===== src/rtl/multicycle_controller.sv =====
// Multicycle RV32I control FSM: sequences FETCH/DECODE/EXEC/MEM/WB over a shared
// ready-handshake memory port, with a wait timeout, a sticky fault and a retired-instruction count.
//
// state  | meaning
// START  | one idle cycle after reset
// FETCH  | instruction request held until mem_ready
// DECODE | opcode legality check, opcode captured into op_q
// EXEC   | ALU operation; branches retire here
// MEM    | data load/store held until mem_ready; stores retire here
// WB     | register write-back and PC commit
// FAULT  | absorbing error state, left only through reset
module multicycle_controller #(
   parameter int TIMEOUT_W     = 8,
   parameter int CNT_W         = 32,
   parameter bit SUPPORT_UPPER = 1'b1
) (
   input  logic             clk,
   input  logic             reset_n,
   input  logic [6:0]       Opcode,
   input  logic             mem_ready,
   output logic             InstrReq,
   output logic             IRWrite,
   output logic             ALUSrcA,
   output logic             ALUSrc,
   output logic [1:0]       ALUOp,
   output logic [1:0]       MemtoReg,
   output logic             MemRead,
   output logic             MemWrite,
   output logic             RegWrite,
   output logic             Branch,
   output logic             Jump,
   output logic             JumpReg,
   output logic             PCWrite,
   output logic             Fault,
   output logic [1:0]       FaultCode,
   output logic [CNT_W-1:0] InstRet,
   output logic [2:0]       State
);

   typedef enum logic [2:0] {
      S_START  = 3'd0,
      S_FETCH  = 3'd1,
      S_DECODE = 3'd2,
      S_EXEC   = 3'd3,
      S_MEM    = 3'd4,
      S_WB     = 3'd5,
      S_FAULT  = 3'd7
   } state_t;

   localparam logic [6:0] OP_R     = 7'b0110011;
   localparam logic [6:0] OP_LW    = 7'b0000011;
   localparam logic [6:0] OP_SW    = 7'b0100011;
   localparam logic [6:0] OP_BR    = 7'b1100011;
   localparam logic [6:0] OP_IMM   = 7'b0010011;
   localparam logic [6:0] OP_JAL   = 7'b1101111;
   localparam logic [6:0] OP_JALR  = 7'b1100111;
   localparam logic [6:0] OP_LUI   = 7'b0110111;
   localparam logic [6:0] OP_AUIPC = 7'b0010111;

   localparam logic [1:0] FC_NONE    = 2'b00;
   localparam logic [1:0] FC_ILLEGAL = 2'b01;
   localparam logic [1:0] FC_FETCH   = 2'b10;
   localparam logic [1:0] FC_DATA    = 2'b11;

   state_t               state_q, state_d;
   logic [6:0]           op_q, op_d;
   logic [TIMEOUT_W-1:0] wait_q, wait_d, wait_inc;
   logic [CNT_W-1:0]     instret_q;
   logic [1:0]           fcode_q, fcode_d;
   logic                 legal, timeout;
   logic [1:0]           alu_op_dec, m2r_dec;
   logic                 alu_src_dec, alu_srca_dec;

   always_comb begin
      case (Opcode)
         OP_R, OP_LW, OP_SW, OP_BR, OP_IMM, OP_JAL, OP_JALR: legal = 1'b1;
         OP_LUI, OP_AUIPC:                                   legal = SUPPORT_UPPER;
         default:                                            legal = 1'b0;
      endcase
   end

   always_comb begin
      alu_op_dec   = 2'b10;
      alu_src_dec  = 1'b0;
      alu_srca_dec = 1'b0;
      m2r_dec      = 2'b00;
      case (op_q)
         OP_LW:            begin alu_op_dec = 2'b00; alu_src_dec = 1'b1; m2r_dec = 2'b01; end
         OP_SW:            begin alu_op_dec = 2'b00; alu_src_dec = 1'b1; end
         OP_BR:            alu_op_dec = 2'b01;
         OP_IMM:           alu_src_dec = 1'b1;
         OP_JAL, OP_JALR:  begin alu_op_dec = 2'b11; alu_src_dec = 1'b1; m2r_dec = 2'b10; end
         OP_LUI:           begin alu_op_dec = 2'b00; alu_src_dec = 1'b1; m2r_dec = 2'b11; end
         OP_AUIPC:         begin alu_op_dec = 2'b00; alu_src_dec = 1'b1; alu_srca_dec = 1'b1; end
         default:          ;
      endcase
   end

   // Saturating increment; the timeout fires on the wait cycle that makes the counter all-ones.
   assign wait_inc = (&wait_q) ? wait_q : wait_q + 1'b1;
   assign timeout  = &wait_inc;

   always_comb begin
      state_d  = state_q;
      op_d     = op_q;
      fcode_d  = fcode_q;
      InstrReq = 1'b0;
      IRWrite  = 1'b0;
      ALUSrcA  = 1'b0;
      ALUSrc   = 1'b0;
      ALUOp    = 2'b00;
      MemtoReg = 2'b00;
      MemRead  = 1'b0;
      MemWrite = 1'b0;
      RegWrite = 1'b0;
      Branch   = 1'b0;
      Jump     = 1'b0;
      JumpReg  = 1'b0;
      PCWrite  = 1'b0;
      case (state_q)
         S_START: state_d = S_FETCH;
         S_FETCH: begin
            InstrReq = 1'b1;
            if (mem_ready) begin
               IRWrite = 1'b1;
               state_d = S_DECODE;
            end else if (timeout) begin
               state_d = S_FAULT;
               fcode_d = FC_FETCH;
            end
         end
         S_DECODE: begin
            if (legal) begin
               op_d    = Opcode;
               state_d = S_EXEC;
            end else begin
               state_d = S_FAULT;
               fcode_d = FC_ILLEGAL;
            end
         end
         S_EXEC: begin
            ALUSrcA = alu_srca_dec;
            ALUSrc  = alu_src_dec;
            ALUOp   = alu_op_dec;
            if (op_q == OP_BR) begin
               Branch  = 1'b1;
               PCWrite = 1'b1;
               state_d = S_FETCH;
            end else if (op_q == OP_LW || op_q == OP_SW) begin
               state_d = S_MEM;
            end else begin
               state_d = S_WB;
            end
         end
         S_MEM: begin
            ALUSrcA  = alu_srca_dec;
            ALUSrc   = alu_src_dec;
            ALUOp    = alu_op_dec;
            MemRead  = (op_q == OP_LW);
            MemWrite = (op_q == OP_SW);
            if (mem_ready) begin
               if (op_q == OP_LW) begin
                  state_d = S_WB;
               end else begin
                  PCWrite = 1'b1;
                  state_d = S_FETCH;
               end
            end else if (timeout) begin
               state_d = S_FAULT;
               fcode_d = FC_DATA;
            end
         end
         S_WB: begin
            ALUSrcA  = alu_srca_dec;
            ALUSrc   = alu_src_dec;
            ALUOp    = alu_op_dec;
            MemtoReg = m2r_dec;
            RegWrite = 1'b1;
            PCWrite  = 1'b1;
            Jump     = (op_q == OP_JAL);
            JumpReg  = (op_q == OP_JALR);
            state_d  = S_FETCH;
         end
         S_FAULT: ;
         default: state_d = S_START;
      endcase
   end

   always_comb begin
      if (state_d != state_q)
         wait_d = '0;
      else if (state_q == S_FETCH || state_q == S_MEM)
         wait_d = wait_inc;
      else
         wait_d = wait_q;
   end

   always_ff @(posedge clk or negedge reset_n) begin
      if (!reset_n) begin
         state_q   <= S_START;
         op_q      <= '0;
         wait_q    <= '0;
         instret_q <= '0;
         fcode_q   <= FC_NONE;
      end else begin
         state_q   <= state_d;
         op_q      <= op_d;
         wait_q    <= wait_d;
         fcode_q   <= fcode_d;
         if (PCWrite)
            instret_q <= instret_q + 1'b1;
      end
   end

   assign Fault     = (state_q == S_FAULT);
   assign FaultCode = fcode_q;
   assign InstRet   = instret_q;
   assign State     = state_q;

endmodule


===== config.mk =====
export PLATFORM = sky130hd
export DESIGN_NAME = multicycle_controller
export DESIGN_NICKNAME = d
export VERILOG_FILES = /design/src/rtl/multicycle_controller.sv
export SDC_FILE = /design/constraint.sdc
export NUM_CORES = 1
export LEC_CHECK = 0
export ABC_AREA = 1
export ABC_CLOCK_PERIOD_IN_PS = 1800
export BUFFER_PORTS_ARGS = -buffer_cell sky130_fd_sc_hd__buf_4
export CAP_MARGIN = 20
export CORE_UTILIZATION = 50
export DETAILED_ROUTE_END_ITERATION = 10
export GPL_TIMING_DRIVEN = 0
export PLACE_DENSITY = 0.76
export SYNTH_ARGS = -nofsm -noshare
export SYNTH_HDL_FRONTEND = slang
export SYNTH_SLANG_ARGS = --single-unit

===== constraint.sdc =====
create_clock -name clk -period 1.8 [get_ports clk]
set_input_delay 0.36 -clock clk [delete_from_list [all_inputs] [get_ports clk]]
set_output_delay 0.36 -clock clk [all_outputs]
set_load 0.01 [all_outputs]

==> flow_summary.rst, run 1 <==
.. list-table::
   :header-rows: 1

   * - Metric
     - Value
   * - Result of the run
     - finished, violations left
   * - Violated checks
     - negative setup slack
   * - Distinct cells, synth
     - 38
   * - Post-synth EDFFs
     - 0
   * - Count of max-cap constraint violations
     - 0
   * - Met1 track utilization from global routing
     - 32.2%
   * - Primary flip-flop cell chosen by synthesis mapping
     - dfrtp_1
   * - Avg Inst Size Synth
     - 7.80 sq um
   * - Layout overhead on the synthesized area
     - 47.1%
   * - Maximum number of pins on one net before global-route repair
     - 53
   * - Detailed-route vias per instance
     - 5.58
   * - Later-pin clock latency in the skew report
     - 0.32 ns
   * - Number of placed instances, taps included
     - 558
   * - Fmax
     - 426 MHz
   * - Worst Setup Slack post-DPL
     - -0.293 ns
   * - Commonest cells in the synthesized netlist
     - nand2_1, dfrtp_1, inv_1
   * - Synth top area share
     - 39.8%
   * - Smallest setup slack after layout
     - -0.546 ns
   * - Routed length per instance
     - 16.9 um
   * - Clock input transition at the sequential cells of the worst setup and hold paths
     - 0.10 ns
   * - Total detailed-routing wirelength
     - 10.4 mm
   * - Number of flip-flops and latches in the synthesized netlist
     - 52
   * - Port Buf Inserts
     - 62
   * - Non-Filler Instances
     - 614
   * - Setup repair after global routing missed its margin
     - true
   * - Post-synthesis cell area
     - 3270 sq um
   * - Critical setup path kind
     - flip-flop to primary output
   * - Clock Path Buffers
     - 2
   * - Biggest area contributors in the synthesized netlist
     - dfrtp_1, nand2_1, xor2_1
   * - HP Class
     - input port to asynchronous set/reset pin
   * - First-pass GRT wire length
     - 13.5 mm
   * - Vias in the first global route
     - 2,961
   * - Part of the cycle the worst path needs
     - 130%
   * - Num Clock Sinks
     - 52
   * - Final-report hold violation count
     - 0
   * - Initial standard-cell utilization of the core
     - 51.7%
   * - Remaining antenna violation count after routing
     - 0
   * - Net total in the final layout
     - 549
   * - Clock H-tree levels
     - 2
   * - Type of origin of the critical path
     - flip-flop
   * - Slew at the pin with the worst max-slew slack
     - 0.667 ns
   * - Reg-to-reg startpoint
     - State[2]
   * - Worst Path Required
     - 1.44 ns
   * - Final Skew
     - 0.00886 ns
   * - Total negative setup slack
     - -12.91 ns
   * - Leakage power summed over all cells
     - 0.00244 uW
   * - GP Congestion
     - 0.902
   * - Number of iterations in the first detailed-routing pass
     - 5
   * - Synthesis Warnings
     - 0
   * - Number of standard-cell rows in the floorplan
     - 29
   * - Worst vdd rail ir drop
     - 0.427 mV
   * - Standard cell core area
     - 6310 sq um
   * - Number of antenna diodes
     - 0
   * - Critical Path End Type
     - primary output
   * - Chip Height
     - 82.8 um
   * - All-layer global routing usage
     - 24.0%
   * - Total power divided by cell area
     - 456 nW/um^2
   * - Via count
     - 3,428
   * - Most numerous cell in the Yosys netlist
     - nand2_1
   * - Max-slew headroom
     - 55.6%
   * - Crit path DAT
     - 1.99 ns
   * - Antenna violations before repair
     - 0
   * - Final Setup Violations
     - 54
   * - Hold buffer count at cts
     - 0
   * - Die Wd
     - 82.8 um
   * - Drt drc
     - 0
   * - Final HPWL DP
     - 5.58 mm
   * - Number of standard cells after synthesis
     - 419
   * - Number of buffers inserted during clock tree synthesis
     - 5
   * - Worst r2r path cells
     - 12
   * - Minimum clock period after layout
     - 2.35 ns
   * - Final max-slew violation count
     - 0
   * - Overflow after GRT
     - 0
   * - Layer with the highest usage after global routing
     - met2
   * - Met2 usage in global routing
     - 39.2%
   * - Highest fanout seen on the critical path
     - 3
   * - Routing usage on met3
     - 3.78%
   * - Library cell with the largest summed area after synthesis
     - dfrtp_1
   * - I/O pin cnt
     - 63
   * - Number of DRC markers after the initial detailed-route iteration
     - 346
   * - Layout cells sized above 1
     - 46.7%
   * - Part of the Yosys area used for sequential elements
     - 39.8%
   * - CTS tree
     - yes
   * - Beginning of the critical path
     - op_q[1]
   * - Cell at the root of the clock tree
     - clkbuf_8
   * - Fraction of registers with async set or reset after synthesis
     - 100%
   * - Floorplan die area
     - 6860 sq um
   * - Synthesized net count
     - 431
==> state kept, by name, indices dropped and copies added, names as in the netlist <==
register,flops
op_q,7
State,3
InstRet,32
wait_q,8
FaultCode,2
==> final cells by class <==
cell class	count	area [sq um]
plain buffers	6	60.1
multi-input cells	302	2060
fillers	400	1510
well taps	77	96.3
repair buffers	111	926
clock inverters	2	60.1
inverters	59	229
flip-flops and latches	52	1310
clock buffers	5	68.8
==> worst max-delay path, stage by stage (launching register included) <==
cell	delay, ns
dfrtp_1	0.40
nand2_2	0.10
buf_6	0.13
nor2_4	0.08
inv_2	0.06
nor2_4	0.11
inv_2	0.06
nor4_4	0.27
buf_4	0.18
inv_2	0.04
a21oi_2	0.10
buf_4	0.13
==> metal layers <==
layer  part of all wire, %  up-vias  wire [um]
li1                      -     1570          -
met1                    40     1661       4180
met2                    51      156       5240
met3                   5.2       41        541
met4                   3.9        0        399
met5                     0        -          0
==> cells in the final DEF (no fill, tap or decap), types with 2 or more instances in the layout <==
cell | synthesis | final
nand3_4 | 1 | 2
nor3_4 | 2 | 9
nand2_2 | 12 | 29
nor2_2 | 13 | 14
nand3_2 | 4 | 5
nand3_1 | 16 | 14
a21oi_2 | 0 | 3
nor4_4 | 0 | 2
a21oi_1 | 9 | 6
a31oi_1 | 2 | 2
inv_4 | 0 | 3
nor3_1 | 16 | 11
nand4_1 | 11 | 11
nor2_4 | 4 | 18
xnor2_2 | 0 | 3
inv_2 | 12 | 17
dfrtp_2 | 0 | 3
nor3_2 | 6 | 4
buf_4 | 2 | 90
dfrtp_1 | 52 | 49
nor2_1 | 44 | 29
nand2_4 | 1 | 5
nand2_1 | 95 | 74
clkbuf_8 | 0 | 5
or2_2 | 2 | 2
o21ai_0 | 14 | 13
buf_8 | 0 | 3
o21ai_1 | 5 | 5
xnor2_1 | 8 | 5
inv_1 | 46 | 38
buf_6 | 2 | 21
nor4_2 | 1 | 2
bufinv_16 | 0 | 2
xor2_1 | 23 | 23
==> worst paths after layout <==
path | endpoint | slack (ns)
setup / recovery | MemtoReg[0] | -0.55
hold / removal | InstRet[26] | 0.06
setup reg to reg | InstRet[31] | -0.45
hold reg to reg | InstRet[31] | 0.48
max in group asynchronous | op_q[3] | 1.25
min in group clk | op_q[5] | 0.26
==> report_power, final <==
part | internal (uW) | switching [uW] | total, uW
Clock | 548 | 428 | 976
Sequential | 1170 | 0 | 1170
Combinational | 15.2 | 35.0 | 50.3
==> metrics by stage <==
stage | util (%) | hold slack (ns) | power, uW | cell area (sq um)
after global routing | 76.1 | 0.120 | 2260 | 4810
final | 76.1 | 0.0640 | 2190 | 4810
after CTS | 69.1 | 0.105 | 2190 | 4370
after floorplan | - | 0.0644 | 1200 | 3270
after detailed placement | 60.7 | 0.446 | 1240 | 3830
after global placement | 60.7 | 0.434 | 1240 | 3830
==> repair_timing <==
action | in CTS | in global routing
pin swaps | 17 | 33
setup endpoints to repair | 39 | 55
buffers inserted | 29 | 27
resized for setup | 51 | 82
gates cloned | 0 | 1
==> cell families (layout without fill, tap and decap cells) <==
| group | Yosys count | in the layout | share of synthesized area (%) |
|---|---|---|---|
| and+or+nand+nor | 237 | 237 | 37.7 |
| buffers and inverters | 65 | 183 | 8.20 |
| DFF | 52 | 52 | 39.8 |
| AOI/OAI and AO/OA | 32 | 32 | 5.17 |
| xor gates and xnor gates | 31 | 31 | 8.31 |
| adders and majority gates | 2 | 2 | 0.766 |
Power figures use the tool's default switching activity.
==> inputs of run 2 (changes only) <==
--- a/config.mk
+++ b/config.mk
@@ -11,6 +11,6 @@
 export CAP_MARGIN = 20
-export CORE_UTILIZATION = 50
+export CORE_UTILIZATION = 40
+export CTS_CLUSTER_DIAMETER = 80
 export DETAILED_ROUTE_END_ITERATION = 10
 export GPL_TIMING_DRIVEN = 0
-export PLACE_DENSITY = 0.76
 export SYNTH_ARGS = -nofsm -noshare
--- a/constraint.sdc
+++ b/constraint.sdc
@@ -3,2 +3,2 @@
 set_output_delay 0.36 -clock clk [all_outputs]
-set_load 0.01 [all_outputs]
+set_load 0.05 [all_outputs]
==> flow_summary.rst, run 2 (synthesized netlist as in run 1, its figures left out) <==
.. list-table::
   :header-rows: 1

   * - Metric
     - Value
   * - Result of the run
     - finished, violations left
   * - Violated checks
     - negative setup slack
   * - Number of standard-cell rows in the floorplan
     - 32 (+10%)
   * - Number of antenna diodes
     - 0 (unchanged)
   * - Floorplan die area
     - 8530 sq um (+24%)
   * - Layout overhead on the synthesized area
     - 61.0%
   * - Clock input transition at the sequential cells of the worst setup and hold paths
     - 0.10 ns (about the same)
   * - Non-Filler Instances
     - 658 (+7.2%)
   * - Worst r2r path cells
     - 17 (+5)
   * - Number of placed instances, taps included
     - 583 (+4.5%)
   * - Crit path DAT
     - 1.92 ns (-0.07 ns)
   * - Number of DRC markers after the initial detailed-route iteration
     - 110 (-68%)
   * - Fmax
     - 439 MHz (+2.9%)
   * - Layout cells sized above 1
     - 50.9% (+4.2 points)
   * - Initial standard-cell utilization of the core
     - 41.8% (-9.9 points)
   * - Final-report hold violation count
     - 0 (unchanged)
   * - Vias in the first global route
     - 3,181 (+7.4%)
   * - Port Buf Inserts
     - 62 (unchanged)
   * - Maximum number of pins on one net before global-route repair
     - 53 (unchanged)
   * - Hold buffer count at cts
     - 0 (unchanged)
   * - Critical setup path kind
     - flip-flop to primary output
   * - Critical Path End Type
     - primary output
   * - Minimum clock period after layout
     - 2.28 ns (-0.0655 ns)
   * - Routed length per instance
     - 14.1 um (-16%)
   * - Via count
     - 3,275 (-4.5%)
   * - Flip-flop count of the largest register after layout
     - 32 (unchanged)
   * - Overflow after GRT
     - 0 (unchanged)
   * - Register-to-register setup slack
     - -0.35 ns (+0.10 ns)
   * - HP Class
     - input port to asynchronous set/reset pin
   * - Net total in the final layout
     - 567 (+3.3%)
   * - Num Clock Sinks
     - 52 (unchanged)
   * - Highest fanout seen on the critical path
     - 3 (unchanged)
   * - Total detailed-routing wirelength
     - 9.27 mm (-10%)
   * - Number of buffers inserted during clock tree synthesis
     - 5 (unchanged)
   * - I/O pin cnt
     - 63 (unchanged)
   * - Final Setup Violations
     - 49 (-9.3%)
   * - Cell at the root of the clock tree
     - clkbuf_8
   * - Count of max-cap constraint violations
     - 0 (unchanged)
   * - Detailed-route vias per instance
     - 4.98 (-11%)
   * - Chip Height
     - 92.4 um (+12%)
   * - Core occupancy in the finished layout
     - 67.4% (-8.7 points)
   * - Total power divided by cell area
     - 361 nW/um^2 (-21%)
   * - Total negative setup slack
     - -11.77 ns (+1.14 ns)
   * - Most frequent cells in the layout
     - buf_4, nand2_1, dfrtp_1, buf_6, inv_1
   * - Final Skew
     - 0.00650 ns (-0.00237 ns)
   * - Clock H-tree levels
     - 2 (unchanged)
   * - Number of iterations in the first detailed-routing pass
     - 4 (-1)
   * - Drt drc
     - 0 (unchanged)
   * - CTS tree
     - yes
   * - Worst vdd rail ir drop
     - 0.435 mV (+1.9%)
   * - Antenna violations before repair
     - 0 (unchanged)
   * - First-pass GRT wire length
     - 14.9 mm (+10%)
   * - Leakage power summed over all cells
     - 0.00252 uW (+3.1%)
   * - Smallest setup slack after layout
     - -0.480 ns (+0.0655 ns)
   * - Slew at the pin with the worst max-slew slack
     - 0.689 ns (+0.0222 ns)
   * - Most frequent standard cell in the layout excluding fill and tap cells
     - buf_4
   * - Clock Path Buffers
     - 2 (unchanged)
   * - Max-slew headroom
     - 54.1% (-1.5 points)
   * - Worst Path Required
     - 1.44 ns (about the same)
   * - All-layer global routing usage
     - 21.9% (-2.1 points)
   * - Later-pin clock latency in the skew report
     - 0.31 ns (about the same)
   * - Standard cell core area
     - 7810 sq um (+24%)
   * - Part of the cycle the worst path needs
     - 127% (-3.6 points)
   * - GP Congestion
     - 0.824 (-8.7%)
   * - Remaining antenna violation count after routing
     - 0 (unchanged)
   * - Die Wd
     - 92.4 um (+12%)
   * - Setup repair after global routing missed its margin
     - true
   * - Final max-slew violation count
     - 0 (unchanged)
   * - Final HPWL DP
     - 5.79 mm (+3.8%)
   * - Type of origin of the critical path
     - flip-flop
## run 2: changes by cell type in the layout (fill, tap and decap cells not counted), moves of 3 or more
cell	before	now
buf_12	1	6
buf_4	90	85
nand3_4	2	6
buf_6	21	38
o21ai_2	1	4
nand2_1	74	71
inv_2	17	14
## run 2: report_power, final
group | leakage (uW) | switching, uW | internal (uW) | total [uW]
clock | 0.0000422 | 405 | 275 | 680
combinational | 0.00183 | 35.8 | 15.3 | 51.0
sequential | 0.000649 | 0 | 1170 | 1170
total | 0.00252 | 441 | 1460 | 1900
## run 2: repair_timing
item	in CTS	in global routing
setup buffers	43	32
endpoints found under the setup margin	42	54
gates resized for setup	93	72
pin swaps	25	39
## run 2: final cells by class
| cell class | count | area, sq um |
|---|---|---|
| Inverter | 59 | 253 |
| Clock inverter | 1 | 5.00 |
| Fill cell | 650 | 2550 |
| Buffer | 4 | 58.8 |
| Clock buffer | 7 | 76.3 |
| Multi-Input combinational cell | 302 | 2230 |
| Timing Repair Buffer | 131 | 1210 |
| Tap cell | 102 | 128 |
| Sequential cell | 52 | 1310 |
## run 2: worst paths after layout
check / from / end
worst min-delay path: reset_n / op_q[5]
min in group clk: Opcode[3] / op_q[3]
worst max register to register: op_q[3] / InstRet[26]
worst min register to register: InstRet[31] / InstRet[31]
max in group asynchronous: reset_n / InstRet[12]
worst max-delay path: op_q[3] / ALUSrc
## run 2: stage by stage
stage / worst slack (ns) / area, sq um / hold slack (ns) / total power (uW)
2_1_floorplan: -0.509 / 3440 / 0.0644 / 1200
4_1_cts: -0.510 / 4800 / 0.118 / 1910
3_5_place_dp: -0.353 / 4030 / 0.458 / 1240
6_report: -0.480 / 5260 / 0.0782 / 1900
3_3_place_gp: -0.361 / 4030 / 0.455 / 1240
5_1_grt: -0.569 / 5260 / 0.148 / 1960
## run 2: critical path, cell delays in order (launching register included)
cell and delay, ns:
dfrtp_1 0.44, nor3_4 0.25, buf_6 0.14, buf_4 0.11
buf_4 0.12, buf_4 0.10, nand2_1 0.08, a41oi_4 0.20
buf_6 0.18
## run 2: routing by layer
metal	up-vias	GRT usage [%]	wire length (um)	share of wire, %
li1	1616	-	-	-
met1	1560	27.5	4020	43
met2	83	38.1	4710	51
met3	16	3.94	378	4.1
met4	0	6.90	172	1.9
met5	-	0	0	0
==> inputs of run 3 (changes only) <==
REMOVE_ABC_BUFFERS = 1   (was not set)
==> flow_summary.rst, run 3 (synthesized netlist as in run 1, its figures left out) <==
.. list-table::
   :header-rows: 1

   * - Metric
     - Value
   * - Most frequent cells in the layout
     - nand2_1, buf_4, dfrtp_1, inv_1, buf_6
   * - First-pass GRT wire length
     - 14.1 mm (-5.6%)
   * - Final Setup Violations
     - 52 (+6.1%)
   * - Cell at the root of the clock tree
     - clkbuf_8
   * - Vias in the first global route
     - 2,994 (-5.9%)
   * - Critical setup path kind
     - flip-flop to primary output
   * - Number of antenna diodes
     - 0 (unchanged)
   * - Smallest setup slack after layout
     - -0.473 ns (+0.00764 ns)
   * - Fmax
     - 440 MHz (+0.34%)
   * - Ordered cell list for the critical path
     - inv_1, nor2_2, inv_1, nor2_2, inv_2, nor4_4, nor2_2, a41oi_2, buf_6
   * - Drt drc
     - 0 (unchanged)
   * - Final-report hold violation count
     - 0 (unchanged)
   * - Remaining antenna violation count after routing
     - 0 (unchanged)
   * - Later-pin clock latency in the skew report
     - 0.31 ns (about the same)
   * - Top delay family on crit path
     - simple AND/OR/NAND/NOR gates
   * - Worst r2r path cells
     - 14 (-3)
   * - Layer with the highest usage after global routing
     - met2
   * - Num Clock Sinks
     - 52 (unchanged)
   * - Final HPWL DP
     - 5.53 mm (-4.6%)
   * - I/O pin cnt
     - 63 (unchanged)
   * - Floorplan die area
     - 8530 sq um (unchanged)
   * - Count of max-cap constraint violations
     - 0 (unchanged)
   * - Placed Area
     - 3810 sq um (-5.4%)
   * - Result of the run
     - finished, violations left
   * - Total negative setup slack
     - -9.94 ns (+1.83 ns)
   * - Number of standard-cell rows in the floorplan
     - 32 (unchanged)
   * - Met1 track utilization from global routing
     - 27.3% (-0.16 points)
   * - Worst vdd rail ir drop
     - 0.225 mV (-48%)
   * - Routing usage on met3
     - 2.96% (-0.99 points)
   * - All-layer global routing usage
     - 20.5% (-1.4 points)
   * - Total detailed-routing wirelength
     - 8.66 mm (-6.6%)
   * - Layout overhead on the synthesized area
     - 49.0%
   * - Met2 usage in global routing
     - 35.1% (-3.0 points)
   * - Flip-flop count of the largest register after layout
     - 32 (unchanged)
   * - Port Buf Inserts
     - 62 (unchanged)
   * - Hold buffer count at cts
     - 0 (unchanged)
   * - Die Wd
     - 92.4 um (unchanged)
   * - Longest individual stage delay on the worst path
     - 0.43 ns (about the same)
   * - CP max stage cell
     - dfrtp_1
   * - Clock input transition at the sequential cells of the worst setup and hold paths
     - 0.10 ns (about the same)
   * - Highest fanout seen on the critical path
     - 3 (unchanged)
   * - GP Congestion
     - 0.872 (+5.8%)
   * - Final max-slew violation count
     - 0 (unchanged)
   * - Overflow after GRT
     - 0 (unchanged)
   * - Slew at the pin with the worst max-slew slack
     - 0.675 ns (-0.0136 ns)
   * - Violated checks
     - negative setup slack
   * - CTS tree
     - yes
   * - Via count
     - 3,116 (-4.9%)
   * - Antenna violations before repair
     - 0 (unchanged)
   * - Setup repair after global routing missed its margin
     - true
   * - Leakage power summed over all cells
     - 0.00244 uW (-3.1%)
   * - Crit path buffers/inverters
     - 4 (-1)
   * - Capturing point of the worst reg2reg path
     - InstRet[26]
   * - HP Class
     - input port to asynchronous set/reset pin
   * - Detailed-route vias per instance
     - 4.89 (-1.7%)
   * - Max-slew headroom
     - 55.0% (+0.91 points)
   * - Final Skew
     - 0.00520 ns (-0.00129 ns)
   * - Minimum clock period after layout
     - 2.27 ns (-0.00764 ns)
   * - Finished layout cell area
     - 4870 sq um (-7.5%)
   * - Type of origin of the critical path
     - flip-flop
   * - Most common cell type on the critical path
     - nor2_2
   * - Clock H-tree levels
     - 2 (unchanged)
   * - Reg-to-reg startpoint
     - op_q[3]
   * - Worst Setup Slack post-DPL
     - -0.565 ns (-0.212 ns)
   * - Critical Path End Type
     - primary output
   * - Crit path DAT
     - 1.91 ns (about the same)
   * - Layout cells sized above 1
     - 45.6% (-5.3 points)
   * - Beginning of the critical path
     - op_q[2]
   * - Routed length per instance
     - 13.6 um (-3.6%)
   * - Standard cell core area
     - 7810 sq um (unchanged)
   * - Net total in the final layout
     - 546 (-3.7%)
   * - Worst Path Required
     - 1.44 ns (about the same)
   * - Register-to-register setup slack
     - -0.32 ns (+0.03 ns)
   * - Number of iterations in the first detailed-routing pass
     - 4 (unchanged)
   * - Part of the cycle the worst path needs
     - 126% (-0.42 points)
   * - Number of DRC markers after the initial detailed-route iteration
     - 106 (-3.6%)
   * - Chip Height
     - 92.4 um (unchanged)
   * - Total power divided by cell area
     - 423 nW/um^2 (+17%)
   * - Number of buffers inserted during clock tree synthesis
     - 5 (unchanged)
   * - Maximum number of pins on one net before global-route repair
     - 53 (unchanged)
   * - Initial standard-cell utilization of the core
     - 41.8% (unchanged)
   * - Clock Path Buffers
     - 2 (unchanged)
## run 3: changes by cell type in the layout (fill, tap and decap cells not counted), moves of 5 or more
cell and change:
nand2_1 +6, buf_12 -5, nor2_4 -5, buf_4 -8, buf_6 -5
## run 3: worst max-delay path by stage
| stage | to | depth (start not counted) |
|---|---|---|
| 6_report | ALUSrc | 9 |
| 5_1_grt | MemtoReg[0] | 9 |
| 4_1_cts | ALUSrc | 9 |
| 3_5_place_dp | PCWrite | 7 |
| 3_3_place_gp | PCWrite | 7 |
| 2_1_floorplan | Jump | 4 |
## run 3: through the flow
step	total power (uW)	utilization, %	hold WS, ns	std cells
2_1_floorplan	1200	-	0.0644	413
3_3_place_gp	1240	48.8	0.450	577
3_5_place_dp	1240	48.8	0.452	577
4_1_cts	2090	56.8	0.107	617
5_1_grt	2140	62.4	0.133	637
6_report	2060	62.4	0.0846	637
## run 3: area by class of cell
cell class | instances | area (sq um)
sequential | 52 | 1310
fill | 661 | 2940
timing repair buffer | 114 | 1010
clock inverter | 2 | 38.8
multi-input combinational | 302 | 2080
tap | 102 | 128
clock buffer | 6 | 72.6
inverter | 59 | 229
## run 3: what timing repair did
action | CTS | global route
setup endpoints to repair | 55 | 51
setup buffers | 32 | 25
endpoints found under the hold margin | 0 | 0
gates resized for setup | 72 | 72
pin swaps | 19 | 21
## run 3: worst register-to-register path, delay by kind of cell (launching register included)
| kind | cells | cell delay, ns |
|---|---|---|
| AOI/OAI and AO/OA | 1 | 0.12 |
| buffers and inverters | 3 | 0.32 |
| DFF | 1 | 0.44 |
| and+or+nand+nor | 10 | 1.14 |
## run 3: per-layer routing
metal | vias up | routed length, um
li1 | 1569 | -
met1 | 1480 | 3780
met2 | 59 | 4520
met3 | 8 | 274
met4 | 0 | 80
met5 | - | 0
## run 3: power by group
group          total (uW)  switching [uW]  internal, uW
Sequential           1170               0          1170
Combinational        50.9            35.4          15.5
Clock                 841             420           421
Total                2060             456          1600
